**src/rtl/tlb_pkg.sv**
```systemverilog
// tlb_pkg: op encodings, field positions and FSM states shared by the TLB op sequencer.
package tlb_pkg;
  typedef enum logic [1:0] {
    TLB_OP_READ  = 2'd0,
    TLB_OP_WRITE = 2'd1,
    TLB_OP_INVAL = 2'd2,
    TLB_OP_CLEAR = 2'd3
  } tlb_op_e;
  typedef enum logic [2:0] {S_BOOT, S_IDLE, S_ISSUE, S_CAPTURE, S_RESP} state_e;
  localparam int VPN_MSB = 31;
  localparam int VPN_LSB = 12;
  localparam int PPN_MSB = 26;
  localparam int TLB_W = 27;
endpackage

```
**src/rtl/tlb_op_arbiter.sv**
```systemverilog
// tlb_op_arbiter: pipeline-first two-way arbiter that forces maintenance after STARVE_LIMIT pipeline wins.
module tlb_op_arbiter
  import tlb_pkg::*;
#(
  parameter int STARVE_LIMIT = 4
) (
  input  logic clk,
  input  logic rst,
  input  logic clk_en,
  input  logic en,
  input  logic p_valid,
  input  logic m_valid,
  output logic grant,
  output logic sel
);
  localparam int CW = $clog2(STARVE_LIMIT + 1);
  logic [CW-1:0] cnt;
  always_comb begin
    sel = m_valid && (!p_valid || cnt == CW'(STARVE_LIMIT));
    grant = en && (p_valid || m_valid);
  end
  always_ff @(posedge clk)
    if (rst) cnt <= '0;
    else if (clk_en) cnt <= (!m_valid || (grant && sel)) ? '0 : grant ? cnt + CW'(1) : cnt;
endmodule

```
**src/rtl/tlb_op_sequencer.sv**
```systemverilog
// tlb_op_sequencer: serialises pipeline and maintenance TLB ops onto the single TLB control port.
module tlb_op_sequencer
  import tlb_pkg::*;
#(
  parameter int STARVE_LIMIT = 4,
  parameter bit BOOT_CLEAR = 1'b1
) (
  input  logic             clk,
  input  logic             rst,
  input  logic             clk_en,
  input  logic             p_valid,
  output logic             p_ready,
  input  logic [1:0]       p_op,
  input  logic [31:0]      p_addr,
  input  logic [31:0]      p_data,
  input  logic             m_valid,
  output logic             m_ready,
  input  logic [1:0]       m_op,
  input  logic [31:0]      m_addr,
  input  logic [31:0]      m_data,
  output logic             rsp_valid,
  input  logic             rsp_ready,
  output logic             rsp_src,
  output logic [TLB_W-1:0] rsp_data,
  output logic [31:0]      tlb_read_addr,
  output logic [31:0]      tlb_write_data,
  output logic             tlb_we,
  output logic             tlb_invalidate,
  output logic             tlb_clear,
  input  logic [TLB_W-1:0] tlb_read_result,
  output logic             busy
);
  state_e state, next;
  tlb_op_e op;
  logic src, grant, sel, live, issue;
  logic [31:0] addr, data;
  logic [TLB_W-1:0] rdata;
  tlb_op_arbiter #(.STARVE_LIMIT(STARVE_LIMIT)) u_arb (
    .clk(clk),
    .rst(rst),
    .clk_en(clk_en),
    .en(state == S_IDLE && clk_en && !rst),
    .p_valid(p_valid),
    .m_valid(m_valid),
    .grant(grant),
    .sel(sel)
  );
  always_ff @(posedge clk)
    if (rst) state <= BOOT_CLEAR ? S_BOOT : S_IDLE;
    else if (clk_en) state <= next;
  always_comb begin
    next = state == S_BOOT    ? S_IDLE :
           state == S_IDLE    ? (grant ? S_ISSUE : S_IDLE) :
           state == S_ISSUE   ? (op == TLB_OP_READ ? S_CAPTURE : S_RESP) :
           state == S_CAPTURE ? S_RESP :
           state == S_RESP    ? (rsp_ready ? S_IDLE : S_RESP) : S_IDLE;
  end
  always_ff @(posedge clk)
    if (rst) begin
      op <= TLB_OP_READ;
      src <= 1'b0;
      addr <= '0;
      data <= '0;
      rdata <= '0;
    end else if (clk_en) begin
      if (grant) begin
        op <= tlb_op_e'(sel ? m_op : p_op);
        src <= sel;
        addr <= sel ? m_addr : p_addr;
        data <= sel ? m_data : p_data;
        rdata <= '0;
      end
      if (state == S_CAPTURE) rdata <= tlb_read_result;
    end
  // Outputs are forced low while rst is high so nothing leaks toward the TLB during reset.
  always_comb begin
    live = !rst;
    issue = live && state == S_ISSUE;
    p_ready = grant && !sel;
    m_ready = grant && sel;
    busy = live && state != S_IDLE;
    rsp_valid = live && state == S_RESP;
    rsp_src = rsp_valid && src;
    rsp_data = rsp_valid ? rdata : '0;
    tlb_we = issue && op == TLB_OP_WRITE;
    tlb_invalidate = issue && op == TLB_OP_INVAL;
    tlb_clear = (live && state == S_BOOT) || (issue && op == TLB_OP_CLEAR);
    tlb_read_addr = (issue || (live && state == S_CAPTURE)) ? addr : '0;
    tlb_write_data = (issue && op != TLB_OP_READ) ? data : '0;
  end
endmodule
```
**config.mk**
```make
export PLATFORM = sky130hd
export DESIGN_NAME = tlb_op_sequencer
export DESIGN_NICKNAME = d
export VERILOG_FILES = /design/src/rtl/tlb_pkg.sv /design/src/rtl/tlb_op_arbiter.sv /design/src/rtl/tlb_op_sequencer.sv
export SDC_FILE = /design/constraint.sdc
export NUM_CORES = 1
export LEC_CHECK = 0
export ABC_AREA = 1
export BUFFER_PORTS_ARGS = -buffer_cell sky130_fd_sc_hd__buf_2
export CAP_MARGIN = 20
export CORE_ASPECT_RATIO = 0.5
export CORE_MARGIN = 1.5
export CORE_UTILIZATION = 25
export DETAILED_ROUTE_END_ITERATION = 10
export GPL_TIMING_DRIVEN = 0
export PLACE_DENSITY = 0.46
export SETUP_SLACK_MARGIN = 0.4
export SLEW_MARGIN = 10
export SYNTH_ARGS = -nofsm -noshare
export SYNTH_HDL_FRONTEND = slang
export SYNTH_HIERARCHICAL = 1
export SYNTH_SLANG_ARGS = --single-unit
```
**constraint.sdc**
```tcl
create_clock -name clk -period 2.3 [get_ports clk]
set_input_delay 0.23 -clock clk [delete_from_list [all_inputs] [get_ports clk]]
set_output_delay 0.23 -clock clk [all_outputs]
set_load 0.01 [all_outputs]
```
==> flow_metrics.env, run 1 <==
export IMPL_core_rowCount=37
export IMPL_cts_root_buffer_cell="sky130_fd_sc_hd__clkbuf_16"
export IMPL_share_clk_of_total_power=0.446
export IMPL_synthFlopType="sky130_fd_sc_hd__dfxtp_1"
export IMPL_core_region_area_um2=20650
export IMPL_via_count=6028
export IMPL_postSynthCellCount=830
export IMPL_post_drt_via_cell_ratio=4.278
export IMPL_synthTopCellsByArea="sky130_fd_sc_hd__dfxtp_1, sky130_fd_sc_hd__nand2_1, sky130_fd_sc_hd__inv_1"
export IMPL_drv_cap=0
export IMPL_dr_pass1_iters=5
export IMPL_setup_worst_path_start_class="flop"
export IMPL_p_per_area_nw_per_um2=505.9
export IMPL_design_die_area_um2=22120
export IMPL_crit_path_end_kind="primary output"
export IMPL_reg2reg_depth=11
export IMPL_place_port_buffers=263
export IMPL_worstHoldPathType="input pin to flop"
export IMPL_crit_fanout=8
export IMPL_clkLatencyLatePin_ns=0.35
export IMPL_pre_cts_slack_ns=-0.3868
export IMPL_post_route_cell_area_um2=7986
export IMPL_finalSetupTns_ns=0
export IMPL_grt_start_max_net_pins=16
export IMPL_post_dp_cell_area_um2=6953
export IMPL_grt_first_pass_wirelength_um=28990
export IMPL_area_growth_pct=50.83
export IMPL_worst_hold_startpoint="rst"
export IMPL_post_route_worst_setup_slack_ns=0.4369
export IMPL_finalClockSkew_ns=0.008042
export IMPL_grt_remaining_overflow=0
export IMPL_clock_tree_buffer_depth=2
export IMPL_status="completed"
export IMPL_grt_antenna_before_repair=0
export IMPL_seqPwrFrac=0.441
export IMPL_power_net_switching_mw=0.9403
export IMPL_cts_sink_count=100
export IMPL_finalHoldViolations=0
export IMPL_ys_top_cells_by_count="sky130_fd_sc_hd__nand2_1, sky130_fd_sc_hd__inv_1, sky130_fd_sc_hd__nor2_1, sky130_fd_sc_hd__dfxtp_1, sky130_fd_sc_hd__nand3_1"
export IMPL_path_class="flop to primary output"
export IMPL_cp_data_required_time_ns=2.07
export IMPL_finalCriticalPeriod_ns=1.863
export IMPL_io_pin_count=264
export IMPL_yosysWarnings=6
export IMPL_post_route_cells_drive_above_1_share=0.3653
export IMPL_min_period_over_period=0.8100
export IMPL_worst_ir_drop_vdd_uv=429.6
export IMPL_finalSetupViolations=0
export IMPL_cts_tree="yes"
export IMPL_timing_rr_end="addr[20]"
export IMPL_worst_hold_path_num_cells=2
export IMPL_synthDominantCellAreaShare=0.3781
export IMPL_detailed_route_wl_um=18630
export IMPL_detailed_placement_wirelength_estimate_um=14140
export IMPL_nFillCells=2317
export IMPL_fp_dieW_um=208.8
export IMPL_most_instantiated_library_cell_after_synthesis="sky130_fd_sc_hd__nand2_1"
export IMPL_layout_core_utilization=0.3868
export IMPL_synth_seq_cells=100
export IMPL_reg2reg_from="state[1]"
export IMPL_hold_path_endpoint="u_arb/cnt[1]"
export IMPL_worst_reg_to_reg_setup_slack_ns=0.53
export IMPL_wl_per_cell_um=13.22
export IMPL_synth_edf_count=0
export IMPL_cp_arrival_ns=1.63
export IMPL_worstMarginPinSlew_ns=0.4881
export IMPL_share_comb_of_total_power=0.113
export IMPL_fin_nets=1298
export IMPL_place_gp_congestion=0.8009
export IMPL_clkTransAtPathRegs_ns=0.07
export IMPL_syn_nets=997
export IMPL_detail_route_drc_violations=0
export IMPL_num_antenna_cells=0
export IMPL_cts_inserted_buffers=9
export IMPL_postRouteAntennaNets=0
export IMPL_max_freq_ghz=0.5367
export IMPL_cts_htree_levels=3
export IMPL_post_synth_instance_area_um2=5295
export IMPL_post_synth_num_cell_types=23
export IMPL_initial_utilization=0.2565
export IMPL_async_flop_share=0
export IMPL_yosysTopAreaCell="sky130_fd_sc_hd__dfxtp_1"
export IMPL_rsz0062_at_grt="yes"
export IMPL_synth_area_per_cell_um2=6.380
export IMPL_die_height_um=105.9
export IMPL_timing_max_transition_violations_final=0
export IMPL_grt_pass1_vias=5766
export IMPL_internal_power_mw=3.100
export IMPL_final_hold_worst_slack_ns=0.06873
export IMPL_static_leakage_power_nw=3.960
export IMPL_groute_usage_overall=0.1657
export IMPL_detailedRoute_firstIterationViolations=285
export IMPL_relSlewSlack=0.6746
export IMPL_yosysSeqAreaShare=0.3781
export IMPL_switching_part_of_the_total_power=0.2327
==> what timing repair did <==
| action | CTS | global route |
|---|---|---|
| cloned | 1 | 5 |
| endpoints found under the setup margin | 171 | 164 |
| resized for setup | 63 | 90 |
| setup buffers | 14 | 7 |
| pin swaps | 3 | 10 |
| hold buffers | 0 | 0 |
==> sequential cells by signal, summed over array words and instances (netlist names) <==
name and flops:
state 3, addr 32, op 2, u_arb/cnt 3, src 1, rdata 27
data 32
==> power by group through the flow <==
stage / combinational, mW / clock, mW / sequential [mW]
final: 0.457 / 1.80 / 1.78
after global routing: 0.513 / 1.93 / 1.79
after CTS: 0.436 / 1.85 / 1.78
after detailed placement: 0.399 / 0 / 1.82
after global placement: 0.395 / 0 / 1.82
after floorplan: 0.192 / 0 / 1.82
==> worst max-delay path: stages (launching register included) <==
cell and delay [ns]:
sky130_fd_sc_hd__dfxtp_4 0.39, sky130_fd_sc_hd__inv_4 0.07, sky130_fd_sc_hd__nand3_4 0.09, sky130_fd_sc_hd__nor2_4 0.15, sky130_fd_sc_hd__o21ai_4 0.15, sky130_fd_sc_hd__buf_6 0.19, sky130_fd_sc_hd__nor2_2 0.09, sky130_fd_sc_hd__buf_2 0.14
==> area by class of cell <==
class | count | area (um^2) | area share
clock inverters | 4 | 95.09 | 0.01191
inverters | 179 | 696.9 | 0.08726
flip-flops and latches | 100 | 2013 | 0.2521
well taps | 273 | 341.6 | 0.04277
repair buffers | 290 | 1592 | 0.1993
clock buffers | 12 | 256.5 | 0.03212
plain buffers | 53 | 429.2 | 0.05374
multi-input cells | 498 | 2562 | 0.3209
==> cells by family after synthesis <==
group | count (synthesis) | share of synthesized area
compound gates | 107 | 0.1352
fa+ha+maj | 2 | 0.004725
buf+inv | 232 | 0.1796
flops | 100 | 0.3781
simple gates | 389 | 0.3025
==> placed cells by master (no fill, tap or decap), drive strengths merged <==
cell | netlist | layout
a21oi | 34 | 34
buf | 37 | 325
bufinv | 0 | 3
clkbuf | 16 | 30
clkinv | 0 | 3
dfxtp | 100 | 100
ha | 2 | 2
inv | 179 | 177
nand2 | 203 | 203
nand3 | 76 | 76
nand4 | 2 | 2
nor2 | 106 | 106
nor3 | 1 | 1
nor4 | 1 | 1
o211ai | 66 | 66
o21ai | 7 | 7
==> metal layers <==
metal	routed length (um)	vias to the layer above	track usage
li1	-	3150	-
met1	8544	2754	0.2084
met2	9141	112	0.2933
met3	756	12	0.03604
met4	187	0	0.03106
met5	0	-	0
==> worst max path at each step <==
stage                  start            endpoint  slack, ns  cells past startpoint
floorplan                rst               op[0]       0.41                     12
global placement         rst             data[2]      -0.39                     13
detailed placement       rst             data[2]      -0.39                     13
CTS                 state[2]             m_ready       0.38                      9
global route        state[0]   tlb_write_data[9]       0.35                      7
finish              state[0]  tlb_write_data[20]       0.44                      7
==> stage by stage <==
step | instances | total power [mW]
global placement | 1366 | 2.215
CTS | 1397 | 4.069
floorplan | 830 | 2.008
global route | 1409 | 4.232
detailed placement | 1366 | 2.218
finish | 1409 | 4.040
No activity file was read; power rests on OpenSTA's default activity.
==> inputs of run 2 (changes only) <==
Settings changed: PLACE_DENSITY 0.46 to 0.48.
Clock period 2.3 ns to 1.6 ns, I/O delays scaled along.
==> flow_metrics.env, run 2 (synthesis gave the netlist of run 1 again) <==
export IMPL_clock_tree_buffer_depth=2
export IMPL_detailed_placement_wirelength_estimate_um=14150
export IMPL_multiInputGateArea_um2=3256
export IMPL_finalClockSkew_ns=0.004342
export IMPL_cts_htree_levels=3
export IMPL_num_antenna_cells=0
export IMPL_switching_part_of_the_total_power=0.2476
export IMPL_worst_ir_drop_vdd_uv=425.2
export IMPL_worst_path_largest_cell_delay_ns=0.39
export IMPL_cp_arrival_ns=2.04
export IMPL_cts_sink_count=100
export IMPL_place_gp_congestion=0.7967
export IMPL_path_cells="inv_4, nand3_4, nor3_4, inv_2, nor2_4, nand2_4, clkinv_8, buf_12, buf_8, nand3_2, o211ai_1, inv_2"
export IMPL_fin_nets=1324
export IMPL_detail_route_drc_violations=0
export IMPL_area_growth_pct=77.62
export IMPL_detailed_route_wl_um=19980
export IMPL_wl_per_cell_um=13.92
export IMPL_detailedRoute_firstIterationViolations=320
export IMPL_via_count=6201
export IMPL_share_clk_of_total_power=0.432
export IMPL_power_net_switching_mw=1.453
export IMPL_cts_inserted_buffers=9
export IMPL_worstMarginPinSlew_ns=0.7050
export IMPL_post_drt_via_cell_ratio=4.321
export IMPL_post_route_cell_area_um2=9405
export IMPL_postRouteAntennaNets=0
export IMPL_rsz0062_at_grt="yes"
export IMPL_fp_dieW_um=208.8
export IMPL_crit_path_end_kind="flop"
export IMPL_grt_first_pass_wirelength_um=28370
export IMPL_min_period_over_period=1.120
export IMPL_finalHoldViolations=0
export IMPL_timing_max_transition_violations_final=0
export IMPL_seqPwrFrac=0.436
export IMPL_initial_utilization=0.2565
export IMPL_setup_worst_path_start_class="flop"
export IMPL_violations="negative setup slack"
export IMPL_clkLatencyLatePin_ns=0.35
export IMPL_core_region_area_um2=20650
export IMPL_post_route_cells_drive_above_1_share=0.4974
export IMPL_dr_pass1_iters=4
export IMPL_reg_top3="addr x32, data x32, rdata x27"
export IMPL_groute_usage_overall=0.1615
export IMPL_path_class="flop to flop"
export IMPL_numPlacedInstances=1366
export IMPL_cp_slowest_cell="sky130_fd_sc_hd__dfxtp_4"
export IMPL_max_freq_ghz=0.5581
export IMPL_clkTransAtPathRegs_ns=0.07
export IMPL_place_port_buffers=263
export IMPL_relSlewSlack=0.5300
export IMPL_internal_power_mw=4.414
export IMPL_cts_root_buffer_cell="sky130_fd_sc_hd__clkbuf_16"
export IMPL_post_route_worst_setup_slack_ns=-0.1919
export IMPL_p_per_area_nw_per_um2=623.8
export IMPL_area_sequential_um2=2019
export IMPL_static_leakage_power_nw=4.283
export IMPL_grt_remaining_overflow=0
export IMPL_nFillCells=2149
export IMPL_pre_cts_slack_ns=-0.6566
export IMPL_die_height_um=105.9
export IMPL_core_rowCount=37
export IMPL_post_dp_cell_area_um2=7251
export IMPL_cell_with_the_most_instances_on_the_worst_path="sky130_fd_sc_hd__inv_2"
export IMPL_grt_pass1_vias=5671
export IMPL_commonest_cells_after_routing_fill_and_taps_aside="sky130_fd_sc_hd__buf_2, sky130_fd_sc_hd__nand2_1, sky130_fd_sc_hd__inv_1"
export IMPL_grt_start_max_net_pins=17
export IMPL_worstHoldPathType="input pin to flop"
export IMPL_status="complete, but fails checks"
export IMPL_mostFrequentLayoutCell="sky130_fd_sc_hd__buf_2"
export IMPL_grt_antenna_before_repair=0
export IMPL_finalCriticalPeriod_ns=1.792
export IMPL_cts_tree="yes"
export IMPL_crit_fanout=8
export IMPL_finalSetupViolations=178
export IMPL_share_comb_of_total_power=0.132
export IMPL_finalNonFillerCells=1435
export IMPL_design_die_area_um2=22120
export IMPL_io_pin_count=264
export IMPL_final_hold_worst_slack_ns=0.05821
export IMPL_cp_data_required_time_ns=1.84
export IMPL_drv_cap=0
## run 2: cell types whose count changed in the layout (fill, tap and decap cells not counted), sizes merged
cell and delta:
buf +15, nor2 +1, inv +1, dlygate4sd3 +1, clkbuf +6, clkinvlp +2
## run 2: layer usage
metal,wire (um),part of all wire,global-route usage
met5,0,0,0
met4,243,0.012,0.03623
met3,638,0.032,0.03338
met2,9532,0.48,0.2790
met1,9563,0.48,0.2075
## run 2: worst max-delay path: cells and delay by family (launching register included)
family                 cells  cell delay [ns]
buffers and inverters      6             0.59
AND/OR/NAND/NOR            5             0.58
flip-flops                 1             0.39
AO/OA/AOI/OAI              1             0.11
## run 2: worst paths after layout
path                            from  endpoint  slack, ns  depth (start not counted)
setup / recovery            state[1]     op[0]      -0.19                         12
hold / removal    tlb_read_result[1]  rdata[1]       0.06                          3
setup reg to reg            state[1]     op[0]      -0.19                         12
hold reg to reg             rdata[5]  rdata[5]       0.46                          2
## run 2: area by class of cell
class | count | share of cell area
plain buffers | 53 | 0.06040
clock buffers | 9 | 0.02395
clock inverters | 7 | 0.01224
inverters | 179 | 0.07357
multi-input cells | 499 | 0.3461
flip-flops and latches | 100 | 0.2147
well taps | 273 | 0.03632
repair buffers | 315 | 0.2327
## run 2: through the flow
stage / setup TNS, ns / utilization / total power, mW
2_1_floorplan: -1.141 / - / 2.910
3_3_place_gp: -49.75 / 0.3512 / 3.210
3_5_place_dp: -51.88 / 0.3512 / 3.215
4_1_cts: -26.68 / 0.3904 / 5.836
5_1_grt: -38.29 / 0.4555 / 6.144
6_report: -23.52 / 0.4555 / 5.867
## run 2: power groups by stage
stage / Clock [mW] / Sequential, mW / Combinational [mW]
final: 2.54 / 2.56 / 0.774
after detailed placement: 0 / 2.62 / 0.597
after global placement: 0 / 2.62 / 0.594
after global routing: 2.73 / 2.56 / 0.853
after CTS: 2.62 / 2.56 / 0.661
after floorplan: 0 / 2.61 / 0.298
## run 2: repair_timing
item | CTS | global route
hold buffers | 1 | 0
endpoints found under the setup margin | 198 | 198
gates resized for setup | 81 | 218
buffers inserted | 22 | 12
cloned | 1 | 17
endpoints found under the hold margin | 1 | 0
pin swaps | 5 | 10
